### config.mk
export PLATFORM = sky130hd
export DESIGN_NAME = multi_reaction_timer
export DESIGN_NICKNAME = d
export VERILOG_FILES = /design/src/rtl/multi_reaction_timer_pkg.sv /design/src/rtl/multi_reaction_timer_ms_tick_gen.sv /design/src/rtl/multi_reaction_timer.sv
export SDC_FILE = /design/constraint.sdc
export NUM_CORES = 1
export LEC_CHECK = 0
export ABC_AREA = 1
export BUFFER_PORTS_ARGS = -buffer_cell sky130_fd_sc_hd__buf_2
export CORE_MARGIN = 1.5
export CORE_UTILIZATION = 60
export CTS_CLUSTER_SIZE = 24
export DETAILED_ROUTE_END_ITERATION = 8
export GPL_TIMING_DRIVEN = 1
export HOLD_SLACK_MARGIN = 0.15
export PLACE_DENSITY_LB_ADDON = 0.08
export SLEW_MARGIN = 10
export SYNTH_ARGS = -nofsm -noshare
export SYNTH_HDL_FRONTEND = slang
export SYNTH_SLANG_ARGS = --single-unit
### constraint.sdc
create_clock -name Clk -period 8 [get_ports Clk]
set_clock_uncertainty 0.15 [all_clocks]
set_input_delay 0.8 -clock Clk [delete_from_list [all_inputs] [get_ports Clk]]
set_output_delay 0.8 -clock Clk [all_outputs]
set_load 0.03 [all_outputs]
### src/rtl/multi_reaction_timer_pkg.sv
// Shared types and helpers for the multi-player reaction timer.
// Holds the round state encoding and the winner-index width rule.
package multi_reaction_timer_pkg;

  typedef enum logic [1:0] {
    IDLE   = 2'd0,
    WAIT   = 2'd1,
    GO     = 2'd2,
    REPORT = 2'd3
  } state_t;

  // A single-player build still needs a 1-bit Winner field.
  function automatic int win_width(input int n);
    return (n > 1) ? $clog2(n) : 1;
  endfunction

endpackage

### src/rtl/multi_reaction_timer_ms_tick_gen.sv
// Prescaler that emits a one-cycle tick every TICK_DIV clocks.
// A synchronous clear restarts the count so the next tick is TICK_DIV cycles away.
module ms_tick_gen #(
  parameter int TICK_DIV = 50000
) (
  input  logic Clk,
  input  logic Rst,
  input  logic i_clr,
  output logic o_tick
);

  localparam int CW = (TICK_DIV > 1) ? $clog2(TICK_DIV) : 1;

  logic [CW-1:0] r_cnt;

  assign o_tick = (r_cnt == CW'(TICK_DIV - 1));

  always_ff @(posedge Clk or negedge Rst) begin
    if (!Rst) begin
      r_cnt <= '0;
    end else if (i_clr || o_tick) begin
      r_cnt <= '0;
    end else begin
      r_cnt <= r_cnt + 1'b1;
    end
  end

endmodule

### src/rtl/multi_reaction_timer.sv
// N-player reaction timer: random pre-delay, GO phase timing, cheat/slow flags, winner pick.
// Define BEST_TIME_EN to add the BestTime output tracking the best winning time across rounds.
module multi_reaction_timer
  import multi_reaction_timer_pkg::*;
#(
  parameter int PLAYERS  = 2,
  parameter int TIME_W   = 10,
  parameter int RAND_W   = 13,
  parameter int TICK_DIV = 50000,
  parameter int TIMEOUT  = 1000,
  parameter int LED_W    = 8
) (
  input  logic                          Clk,
  input  logic                          Rst,
  input  logic                          Start,
  input  logic [PLAYERS-1:0]            Press,
  input  logic [RAND_W-1:0]             RandomValue,
  output logic [LED_W-1:0]              LED,
  output logic [PLAYERS*TIME_W-1:0]     ReactionTime,
  output logic [PLAYERS-1:0]            Cheat,
  output logic [PLAYERS-1:0]            Slow,
  output logic [win_width(PLAYERS)-1:0] Winner,
  output logic                          WinnerValid,
  output logic                          Wait,
  output logic                          LCDUpdate,
  input  logic                          LCDAck
`ifdef BEST_TIME_EN
  ,
  output logic [TIME_W-1:0]             BestTime
`endif
);

  localparam int WIN_W = win_width(PLAYERS);

  state_t                      r_state, w_state_nxt;
  logic                        r_start_q;
  logic                        w_start_edge;
  logic [RAND_W-1:0]           r_delay, w_delay_nxt;
  logic [TIME_W-1:0]           r_react, w_react_nxt;
  logic [PLAYERS*TIME_W-1:0]   r_time, w_time_nxt;
  logic [PLAYERS-1:0]          r_cheat, w_cheat_nxt;
  logic [PLAYERS-1:0]          r_slow, w_slow_nxt;
  logic [PLAYERS-1:0]          r_latched, w_latched_nxt;
  logic [WIN_W-1:0]            r_winner, w_win_idx;
  logic                        r_wvalid, w_win_found;
  logic [TIME_W-1:0]           w_win_time;
  logic                        w_tick, w_tick_clr, w_report_entry;

  assign w_start_edge   = Start & ~r_start_q;
  assign w_report_entry = (w_state_nxt == REPORT) && (r_state != REPORT);
  assign w_tick_clr     = (w_state_nxt != r_state) && ((w_state_nxt == WAIT) || (w_state_nxt == GO));

  ms_tick_gen #(.TICK_DIV(TICK_DIV)) u_tick (
    .Clk    (Clk),
    .Rst    (Rst),
    .i_clr  (w_tick_clr),
    .o_tick (w_tick)
  );

  always_ff @(posedge Clk or negedge Rst) begin
    if (!Rst) begin
      r_state   <= IDLE;
      r_start_q <= 1'b0;
      r_delay   <= '0;
      r_react   <= '0;
      r_time    <= '0;
      r_cheat   <= '0;
      r_slow    <= '0;
      r_latched <= '0;
    end else begin
      r_state   <= w_state_nxt;
      r_start_q <= Start;
      r_delay   <= w_delay_nxt;
      r_react   <= w_react_nxt;
      r_time    <= w_time_nxt;
      r_cheat   <= w_cheat_nxt;
      r_slow    <= w_slow_nxt;
      r_latched <= w_latched_nxt;
    end
  end

  always_comb begin
    w_state_nxt   = r_state;
    w_delay_nxt   = r_delay;
    w_react_nxt   = r_react;
    w_time_nxt    = r_time;
    w_cheat_nxt   = r_cheat;
    w_slow_nxt    = r_slow;
    w_latched_nxt = r_latched;
    case (r_state)
      IDLE: begin
        if (w_start_edge) begin
          w_time_nxt    = '0;
          w_cheat_nxt   = '0;
          w_slow_nxt    = '0;
          w_latched_nxt = '0;
          w_delay_nxt   = (RandomValue == '0) ? RAND_W'(1) : RandomValue;
          w_state_nxt   = WAIT;
        end
      end
      WAIT: begin
        w_cheat_nxt = r_cheat | Press;
        if (&w_cheat_nxt) begin
          w_state_nxt = REPORT;
        end else if (w_tick) begin
          w_delay_nxt = r_delay - 1'b1;
          if (r_delay == RAND_W'(1)) begin
            w_react_nxt = '0;
            w_state_nxt = GO;
          end
        end
      end
      GO: begin
        // The timeout tick wins over any press landing on the same cycle.
        if (w_tick && (r_react == TIME_W'(TIMEOUT - 1))) begin
          for (int p = 0; p < PLAYERS; p++) begin
            if (!r_cheat[p] && !r_latched[p]) begin
              w_slow_nxt[p]                   = 1'b1;
              w_time_nxt[p*TIME_W +: TIME_W] = TIME_W'(TIMEOUT);
            end
          end
          w_state_nxt = REPORT;
        end else begin
          for (int p = 0; p < PLAYERS; p++) begin
            if (Press[p] && !r_cheat[p] && !r_latched[p]) begin
              w_latched_nxt[p]                = 1'b1;
              w_time_nxt[p*TIME_W +: TIME_W] = r_react;
            end
          end
          if (&(w_latched_nxt | r_cheat)) w_state_nxt = REPORT;
          if (w_tick) w_react_nxt = r_react + 1'b1;
        end
      end
      REPORT: begin
        if (LCDAck) w_state_nxt = IDLE;
      end
      default: w_state_nxt = IDLE;
    endcase
  end

  // Strict less-than keeps the lowest index on ties.
  always_comb begin
    w_win_found = 1'b0;
    w_win_idx   = '0;
    w_win_time  = '0;
    for (int p = 0; p < PLAYERS; p++) begin
      if (!w_cheat_nxt[p] && !w_slow_nxt[p] &&
          (!w_win_found || (w_time_nxt[p*TIME_W +: TIME_W] < w_win_time))) begin
        w_win_found = 1'b1;
        w_win_idx   = WIN_W'(p);
        w_win_time  = w_time_nxt[p*TIME_W +: TIME_W];
      end
    end
  end

  always_ff @(posedge Clk or negedge Rst) begin
    if (!Rst) begin
      r_winner <= '0;
      r_wvalid <= 1'b0;
    end else if ((r_state == IDLE) && w_start_edge) begin
      r_winner <= '0;
      r_wvalid <= 1'b0;
    end else if (w_report_entry) begin
      r_winner <= w_win_idx;
      r_wvalid <= w_win_found;
    end
  end

`ifdef BEST_TIME_EN
  logic [TIME_W-1:0] r_best;

  always_ff @(posedge Clk or negedge Rst) begin
    if (!Rst) begin
      r_best <= '1;
    end else if (w_report_entry && w_win_found && (w_win_time < r_best)) begin
      r_best <= w_win_time;
    end
  end

  assign BestTime = r_best;
`endif

  assign LED          = (r_state == GO) ? {LED_W{1'b1}} : '0;
  assign Wait         = (r_state == WAIT);
  assign LCDUpdate    = (r_state == REPORT);
  assign ReactionTime = r_time;
  assign Cheat        = r_cheat;
  assign Slow         = r_slow;
  assign Winner       = r_winner;
  assign WinnerValid  = r_wvalid;

endmodule

* Word-level counts from Yosys, hierarchy flattened
Index checks and enable logic that the tools add are counted.
** Cells by class
- Equal/unequal tests :: 17
- Bitwise gates (word level) :: 4
- Reductions and logical operators :: 36
- Magnitude comparators :: 1
- Div/mod/pow operators :: 0
- Mux-type cells :: 52
- Multiply operators :: 0
- Shift operators :: 0
- Add/sub/neg operators :: 3
** Operators by type and width (number)
- 2-to-1 mux 10 bit :: 10
- 2-to-1 mux 13 bit :: 4
- 2-to-1 mux 20 bit :: 2
- case mux 20 bit (2 select lines) :: 1
- case mux 13 bit (2 select lines) :: 1
- 2-to-1 mux 2 bit :: 12
- case mux 10 bit (2 select lines) :: 1
- adder 16 x 1 -> 16 bit, second input constant :: 1
- equality test 16 bit, second input constant :: 1
- 2-to-1 mux 16 bit :: 1
- 2-to-1 mux 1 bit :: 15
- equality test 13 x 1 -> 1 bit, second input constant :: 1
- logical AND 1 bit :: 13
- zero test 13 bit :: 1
- subtractor 13 x 1 -> 13 bit, second input constant :: 1
- case mux 2 bit (2 select lines) :: 3
- adder 10 x 1 -> 10 bit, second input constant :: 1
- equality test 10 bit, second input constant :: 1
- less-than comparator 10 bit :: 1
- zero test 1 bit :: 9
- equality test 2 bit, second input constant :: 4
- 2-to-1 mux 8 bit :: 1
- != test 2 bit, second input constant :: 4
- case mux 2 bit (4 select lines) :: 1
- 13 further kinds :: 23
** Word-level totals
- Output and inout port bits :: 36
- Latch bits :: 0
- Logic and storage cells :: 124
- Bits of input ports :: 19
- Bits in read-only memories :: 0
- Bits in writable memories :: 0
- Memories kept :: 0
- Register bits :: 70

* Longest topological paths before layout
Gate-level depths: netlist of the first run.
- Word-level depth :: 16
- Gate-level depth with buffers :: 21
- Mapped depth without buffers :: 21

* By module
A second synthesis of the first run with hierarchy kept.
** Unflattened totals
- Cell total of the unflattened synthesis :: 589
- Area total of the unflattened synthesis :: 4461.8 um^2
** Modules (own cells, without submodules)
- multi_reaction_timer :: sequential area each 1351.3 um^2, times used 1, cells each 466, area each 3500.9 um^2
- ms_tick_gen :: sequential area each 400.4 um^2, times used 1, cells each 123, area each 960.9 um^2

* Least setup slack after synthesis of the first run
No wires, ideal clock.
- Kind :: input to register
- Start point :: input port Start
- End point :: register r_winner, in the netlist Winner
- Data required time :: 7733 ps
- Setup time :: 117 ps
- Path slack :: 5083 ps
- Arrival :: 2650 ps
- Buffers on the path :: 1
- Stages :: 19
- Path through :: inv_1 nor2_1 nor2_1 nor2_1 inv_1 nand2_1 a21oi_1 or2_1 inv_2 buf_6 nand2_1 ha_1 nand2_1 o21a_1 o221a_2 nand2_1 nand2_1 nand2_1 nand2_1
** Between the ends
- Cells in the longest elaborated chain, start to end :: 12
- Elaborated cells between the ends (all ways) :: 28
- Classes of those cells :: order compare: 1; eq/ne: 1; mux: 13; bitwise: 1; reduce/logical: 12
** RTL lines
- from (decl) :: line multi_reaction_timer.sv:15 : input logic Start,
- bitwise AND 1 bit * :: line multi_reaction_timer.sv:49 : assign w_start_edge = Start & ~r_start_q;
- 2-to-1 mux 2 bit * :: line multi_reaction_timer.sv:92 : if (w_start_edge) begin
- case mux 2 bit (2 select lines) * :: line multi_reaction_timer.sv:90 : case (r_state)
- named net w_cheat_nxt[0] :: line multi_reaction_timer.sv:41 : logic [PLAYERS-1:0] r_cheat, w_cheat_nxt;
- zero test 1 bit * :: line multi_reaction_timer.sv:147 : if (!w_cheat_nxt[p] && !w_slow_nxt[p] &&
- logical AND 1 bit * :: line multi_reaction_timer.sv:147
- 2-to-1 mux 10 bit / 2-to-1 mux 1 bit (equally long branches) :: line multi_reaction_timer.sv:147
- less-than comparator 10 bit / zero test 1 bit (equally long branches) :: line multi_reaction_timer.sv:148 : (!w_win_found || (w_time_nxt[p*TIME_W +: TIME_W] < w_win_time))) begin
- logical OR 1 bit * :: line multi_reaction_timer.sv:148
- logical AND 1 bit * :: line multi_reaction_timer.sv:147
- 2-to-1 mux 1 bit * :: line multi_reaction_timer.sv:147
- 2-to-1 mux 1 bit * :: line multi_reaction_timer.sv:163 : end else if (w_report_entry) begin
- 2-to-1 mux 1 bit * :: line multi_reaction_timer.sv:160 : end else if ((r_state == IDLE) && w_start_edge) begin
- to (signal assigned) :: line multi_reaction_timer.sv:164 : r_winner <= w_win_idx;
- to (decl) :: line multi_reaction_timer.sv:44 : logic [WIN_W-1:0] r_winner, w_win_idx;
Mark *: on every way through the listed nets, which the timed path passes. The rest lies on a longest branch. The select of a mux whose other input is x is not followed.
A chain may end at the register's enable or synchronous reset.

* Final worst setup path of the first run
- Start point :: register u_tick.r_cnt[0]
- End point :: register r_winner, in the netlist Winner
** Between the ends
- Elaborated cells between the ends (all ways) :: 26
- Classes of those cells :: order compare: 1; eq/ne: 2; mux: 13; reduce/logical: 10
** RTL lines
- from (decl) :: line multi_reaction_timer_ms_tick_gen.sv:14 : logic [CW-1:0] r_cnt;
- from (signal assigned) :: line multi_reaction_timer_ms_tick_gen.sv:24 : r_cnt <= r_cnt + 1'b1;
- equality test 16 bit :: line multi_reaction_timer_ms_tick_gen.sv:16 : assign o_tick = (r_cnt == CW'(TICK_DIV - 1));
- logical AND 1 bit :: line multi_reaction_timer.sv:115 : if (w_tick && (r_react == TIME_W'(TIMEOUT - 1))) begin
- 2-to-1 mux 20 bit :: line multi_reaction_timer.sv:115
- case mux 20 bit (2 select lines) :: line multi_reaction_timer.sv:90
- named net w_time_nxt[5] :: line multi_reaction_timer.sv:40 : logic [PLAYERS*TIME_W-1:0] r_time, w_time_nxt;
- 2-to-1 mux 10 bit :: line multi_reaction_timer.sv:147
- less-than comparator 10 bit :: line multi_reaction_timer.sv:148
- logical OR 1 bit :: line multi_reaction_timer.sv:148
- logical AND 1 bit :: line multi_reaction_timer.sv:147
- 2-to-1 mux 1 bit :: line multi_reaction_timer.sv:147
- 2-to-1 mux 1 bit :: line multi_reaction_timer.sv:163
- 2-to-1 mux 1 bit :: line multi_reaction_timer.sv:160
The timed path passes the listed nets, and every way through them passes these cells. The select of a mux whose other input is x is not followed.

==> impl_metrics.toml, run 1 <==
[pwr]
clkPwrFrac = 0.158
p_sw_frac = 0.489
p_seq_frac = 0.345
ir_drop_uv = 214
power_leakage_nw = 2.33
intPower_uw = 806
p_per_area_mw_per_mm2 = 334
p_switching_uw = 772
combPwrFrac = 0.496

[floorplan]
fp.dieH_um = 87.5
die-area_sq_mm = 0.00765
io_pins = 55
rows = 30
design.core.area_sq_mm = 0.00683
initial_core_util = 0.626
die_x_um = 87.5

[logic_synthesis]
synth_area_leader_cell = "dfrtp_1"
synth-edff-count = 0
avgSynthCellArea_sq_um = 7.72
synthCells = 554
synthDistinctLibCells = 42
synth_ff_type = "dfrtp_1"
synthTopCellsByArea = "dfrtp_1 41%, nand2_1 11%, nor2_1 5.4%"
synth_top_area_frac = 0.409
synth_area_sq_mm = 0.00428
seq_area_frac_synth = 0.409
syn_nets = 587
ys_ff_latch = 70
yosysWarnings = 0
ys_async_sr_fraction = 1.00

[cells_and_area]
final_common_cell = "nand2_1"
diodes = 0
drive_above_1_share = 0.177
fin_util = 0.692
final.fill_count = 591
nNetsFinal = 637
multi_input_area_sq_mm = 0.00216
mostFrequentLayoutCells = "124 x nand2_1, 70 x dfrtp_1, 62 x nor2_1, 61 x inv_1, 54 x buf_2"
area_growth_pct = 10.5
seq_area_sq_mm = 0.00175

[route]
drtAntennaViolNets = 0
wire_per_inst_um = 14.5
drt_wl_total_um = 10200
num_vias = 3983
drt_iter0_drc = 294
dr.pass1.iters = 5
vias_per_cell = 5.67
drc = 0

[clock_tree]
post_cts_resized = 0
clock_latency_ns = 0.35
post_cts_buffers = 0
htree_num_levels = 3
holdBufCountCts = 0
clk_pin_slew_ns = 0.07
numCtsBuffers = 9
clock_sinks = 70
root_buffer = "clkbuf_8"
cts_tree = "yes"
cts_buffer_depth = 2

[setup_path]
start_kind = "register"
worstSetupPathType = "register to register"
cp_top_family = "simple AND/OR/NAND/NOR gates"
critical_path_required_ns = 8.13
r2r_end = "Winner"
cp.arrival_ns = 3.28
critPathSlowestCell = "dfrtp_1"
crit_fanout = 9
ff2ff_path_depth = 21
reg2reg_from = "u_tick.r_cnt[0]"
slowest_delay_ns = 0.37
crit_top_cell = "nand2_1"
reg2reg_setup_slack_ns = 4.86
cp-end-kind = "register"
path_buf_inv = 1
crit_path_cell_trace = "ha_1 -> nand2_1 -> nor2_4 -> nand2_2 -> nor2_4 -> nand2_4 -> nand2_2 -> inv_2 -> nand2_1 -> nand2_1 -> nand2_1 -> nand4_1 -> nand2_1 -> ha_1 -> a21oi_1 -> o21a_1 -> o221a_2 -> nand2_1 -> nand2_1 -> nand2_1 -> nand2_1"

[global_route]
grt_pass1_vias = 3588
grt_util_all_layers = 0.284
grt_overflow = 0
grt_pass1_wl_um = 16800
grt_max_degree = 71
antenna_found_initial = 0

[sta]
rsz0062_at_grt = "false"
period_share = 0.393
fmax_mhz = 318
whs_ns = 0.310
fin_crit_ns = 3.14
slew_violations = 0
fin_tns_setup_ns = 0
slew_headroom = 0.401
finalSetupViolCount = 0
worst_pin_slew_ns = 0.898
final-hold-violation-count = 0

[status]
status = "finished, final reports clean"

[hold_path]
holdPathEnd = "u_tick.r_cnt[0]"
hold_path_class = "register to register"
worstHoldStart = "u_tick.r_cnt[0]"
whs_path_depth = 1

[place]
place_congestion = 0.880
io_buffer_count = 54
dp.final_hpwl_um = 7450

[job]
drv_cap = 0
-- per-stage QoR --
| step | instances | setup slack, ns | total power [mW] | instance area, sq um |
|---|---|---|---|---|
| detailed placement | 689 | 4.69 | 1.32 | 4570 |
| global placement | 689 | 4.86 | 1.31 | 4570 |
| global route | 702 | 4.58 | 1.71 | 4730 |
| CTS | 702 | 4.88 | 1.58 | 4730 |
| finish | 702 | 4.86 | 1.58 | 4730 |
| floorplan | 554 | 5.08 | 1.16 | 4280 |
-- routing by layer --
layer	track usage	share of wire
met1	0.406	0.47
met2	0.436	0.45
met3	0.0521	0.060
met4	0.0909	0.020
met5	0	0
-- kinds of logic (layout without fill, tap and decap cells) --
group / Yosys count / count (layout) / share of synthesized area
AND/OR/NAND/NOR: 283 / 283 / 0.308
buffers and inverters: 86 / 138 / 0.0868
AO/OA/AOI/OAI: 85 / 85 / 0.122
flip-flops: 70 / 70 / 0.409
XOR/XNOR: 16 / 16 / 0.0327
adder cells (fa/ha/maj): 14 / 14 / 0.0409
-- cell usage after synthesis, types with 2 or more instances --
cell type	instances
nand2_1	124
a21oi_1	18
o21ai_0	31
o211ai_1	4
nor4_1	5
nor2_4	4
buf_2	3
nor3_1	14
dfrtp_1	70
o21ai_1	3
o311ai_1	2
nand2_2	7
o22ai_1	3
xor2_1	14
o31ai_1	5
nand4_1	26
nor2_2	12
ha_1	14
o2111ai_1	4
a22o_1	2
o21a_1	3
clkbuf_1	3
nor2_1	62
buf_6	2
xnor2_1	2
nand3b_1	3
inv_1	61
a22oi_1	3
inv_2	9
buf_4	8
nand3_1	22
-- power groups by stage --
stage	registers [mW]	clock network (mW)	logic (mW)
2_1_floorplan	0.592	0	0.570
3_3_place_gp	0.547	0	0.759
3_5_place_dp	0.549	0	0.776
4_1_cts	0.544	0.254	0.780
5_1_grt	0.561	0.269	0.878
6_report	0.545	0.250	0.783
-- worst max-delay path by stage --
| stage | startpoint | depth (start not counted) | end | slack, ns |
|---|---|---|---|---|
| 6_report | u_tick.r_cnt[0] | 21 | Winner | 4.86 |
| 5_1_grt | u_tick.r_cnt[0] | 21 | Winner | 4.58 |
| 4_1_cts | u_tick.r_cnt[0] | 21 | Winner | 4.88 |
| 3_5_place_dp | Start | 19 | Winner | 4.69 |
| 3_3_place_gp | Start | 19 | Winner | 4.86 |
| 2_1_floorplan | Start | 19 | Winner | 5.08 |
-- registers in the layout, indices dropped and copies added (netlist names) --
| signal | flops |
|---|---|
| Cheat | 2 |
| ReactionTime | 20 |
| Slow | 2 |
| Winner | 1 |
| WinnerValid | 1 |
| r_delay | 13 |
| r_latched | 2 |
| r_react | 10 |
| r_start_q | 1 |
| r_state | 2 |
| u_tick.r_cnt | 16 |
-- area by class of cell --
cell class                 count  area share
multi-input combinational    398       0.456
sequential                    70       0.370
timing repair buffer          55      0.0587
inverter                      70      0.0556
clock buffer                  11      0.0320
tap                           96      0.0254
clock inverter                 2     0.00212
(Power assumes the default switching activity.)
==> run 2: changes to the inputs <==
--- a/config.mk
+++ b/config.mk
@@ -8,7 +8,7 @@
 export ABC_AREA = 1
 export BUFFER_PORTS_ARGS = -buffer_cell sky130_fd_sc_hd__buf_2
 export CORE_MARGIN = 1.5
-export CORE_UTILIZATION = 60
+export CORE_UTILIZATION = 58
 export CTS_CLUSTER_SIZE = 24
 export DETAILED_ROUTE_END_ITERATION = 8
 export GPL_TIMING_DRIVEN = 1
==> constraint.sdc (replaced) <==
create_clock -name Clk -period 3.05 [get_ports Clk]
set_clock_uncertainty 0.15 [all_clocks]
set_input_delay 0.305 -clock Clk [delete_from_list [all_inputs] [get_ports Clk]]
set_output_delay 0.305 -clock Clk [all_outputs]
set_load 0.03 [all_outputs]
==> impl_metrics.toml, run 2 (synthesis gave the netlist of run 1 again) <==
[cells_and_area]
final_common_cell = "nand2_1"
final.fill_count = 589
nNetsFinal = 670
diodes = 0
fin_util = 0.719
seq_area_sq_mm = 0.00175
mostFrequentLayoutCells = "120 x nand2_1, 70 x dfrtp_1, 59 x inv_1, 59 x nor2_1, 54 x buf_2"
largest_reg_flops = 20
area_growth_pct = 20.5
multi_input_area_sq_mm = 0.00222
drive_above_1_share = 0.225

[global_route]
antenna_found_initial = 0
grt_max_degree = 71
grt_pass1_vias = 3782
grt_overflow = 0
grt_pass1_wl_um = 17700
grt_util_all_layers = 0.292

[floorplan]
io_pins = 55
fp.dieH_um = 88.9
die_x_um = 88.9
rows = 31
initial_core_util = 0.596
die-area_sq_mm = 0.00790
design.core.area_sq_mm = 0.00718

[sta]
finalSetupViolCount = 0
slew_violations = 0
fin_tns_setup_ns = 0
worst_pin_slew_ns = 0.921
final-hold-violation-count = 0
fin_crit_ns = 2.94
fmax_mhz = 341
period_share = 0.962
slew_headroom = 0.386

[route]
drtAntennaViolNets = 0
drc = 0
dr.pass1.iters = 5
drt_iter0_drc = 284
wire_per_inst_um = 14.9
num_vias = 4122
drt_wl_total_um = 11000
vias_per_cell = 5.57

[setup_path]
reg2reg_from = "u_tick.r_cnt[0]"
crit_fanout = 4
cp-end-kind = "register"
reg2reg_setup_slack_ns = 0.11
cp.arrival_ns = 3.03
start_kind = "register"
ff2ff_path_depth = 20
r2r_end = "Winner"
critical_path_required_ns = 3.14
worstSetupPathType = "register to register"

[hold_path]
hold_path_class = "primary input to register"
holdPathEnd = "r_delay[7]"
whs_path_depth = 4
worstHoldStart = "RandomValue[7]"

[pwr]
power_leakage_nw = 2.56
p_sw_frac = 0.465
p_seq_frac = 0.310
ir_drop_uv = 601
p_switching_mw = 2.13
clkPwrFrac = 0.197
combPwrFrac = 0.492
p_per_area_mw_per_mm2 = 889
intPower_mw = 2.45

[place]
io_buffer_count = 54
place_congestion = 0.880
dp.final_hpwl_um = 8060

[job]
drv_cap = 0

[clock_tree]
clock_latency_ns = 0.34
numCtsBuffers = 9
root_buffer = "clkbuf_8"
clock_sinks = 70
cts_tree = "yes"
cts_buffer_depth = 2
htree_num_levels = 3
clk_pin_slew_ns = 0.08

[status]
status = "finished, final reports clean"
[run 2: cell types whose count changed in the layout (fill, tap and decap cells not counted), sizes merged]
cell / before / now
buf: 55 / 77
dlygate4sd3: 0 / 11
bufinv: 0 / 3
clkbuf: 11 / 9
clkinvlp: 0 / 1
[run 2: final cells by class]
class,instances,share of cell area
multi-input cells,398,0.431
flip-flops and latches,70,0.340
repair buffers,88,0.107
inverters,70,0.0524
clock buffers,9,0.0240
well taps,99,0.0240
clock inverters,6,0.0216
[run 2: worst max-delay path by stage]
stage / startpoint / to / slack [ns] / cells after the start
2_1_floorplan: u_tick.r_cnt[0] / Winner / 0.25 / 21
3_5_place_dp: u_tick.r_cnt[0] / Winner / -0.01 / 20
6_report: u_tick.r_cnt[0] / Winner / 0.11 / 20
5_1_grt: u_tick.r_cnt[0] / Winner / -0.03 / 20
4_1_cts: u_tick.r_cnt[0] / Winner / 0.03 / 20
3_3_place_gp: u_tick.r_cnt[0] / Winner / 0.10 / 21
[run 2: metrics by stage]
stage	cells	power, mW	hold slack [ns]	area, sq um	setup WS (ns)
2_1_floorplan	554	3.05	-0.141	4280	0.251
3_5_place_dp	707	3.57	0.284	4680	-0.0106
5_1_grt	740	4.92	0.215	5160	-0.0333
3_3_place_gp	707	3.52	0.277	4680	0.101
4_1_cts	733	4.49	0.173	5040	0.0299
6_report	740	4.59	0.179	5160	0.115
[run 2: repair_timing]
item | 4_1_cts | 5_1_grt
pin swaps | 0 | 6
endpoints found under the hold margin | 80 | 0
endpoints found under the setup margin | 1 | 1
resized for setup | 2 | 20
gates cloned | 0 | 0
hold buffers | 11 | 0
setup buffers | 0 | 7
[run 2: critical path: stages (launching register included)]
cell and delay [ns]:
dfrtp_1 0.38, ha_2 0.20, nand2_2 0.06, nor2_4 0.17, nand2_4 0.09, nor2_4 0.12, nand2_4 0.08, nor2_4 0.18
inv_4 0.07, o21ai_4 0.18, nand2_2 0.07, nand3_2 0.07, nand2_1 0.05, ha_1 0.27, nand2_1 0.07, o21a_1 0.18
o221a_2 0.22, nand2_1 0.07, nand2_1 0.05, nand2_1 0.05, nand2_1 0.04
[run 2: power groups by stage]
stage	logic [mW]	registers [mW]	clock network, mW
6_report	2.26	1.42	0.906
5_1_grt	2.51	1.46	0.950
4_1_cts	2.16	1.42	0.914
3_5_place_dp	2.14	1.43	0
3_3_place_gp	2.09	1.43	0
2_1_floorplan	1.49	1.55	0
[run 2: per-layer routing]
metal  vias up  part of all wire  track usage
li1       2006                 -            -
met1      1946              0.45        0.408
met2       146              0.47        0.451
met3        24             0.061       0.0489
met4         0             0.021        0.122
met5         -                 0            0
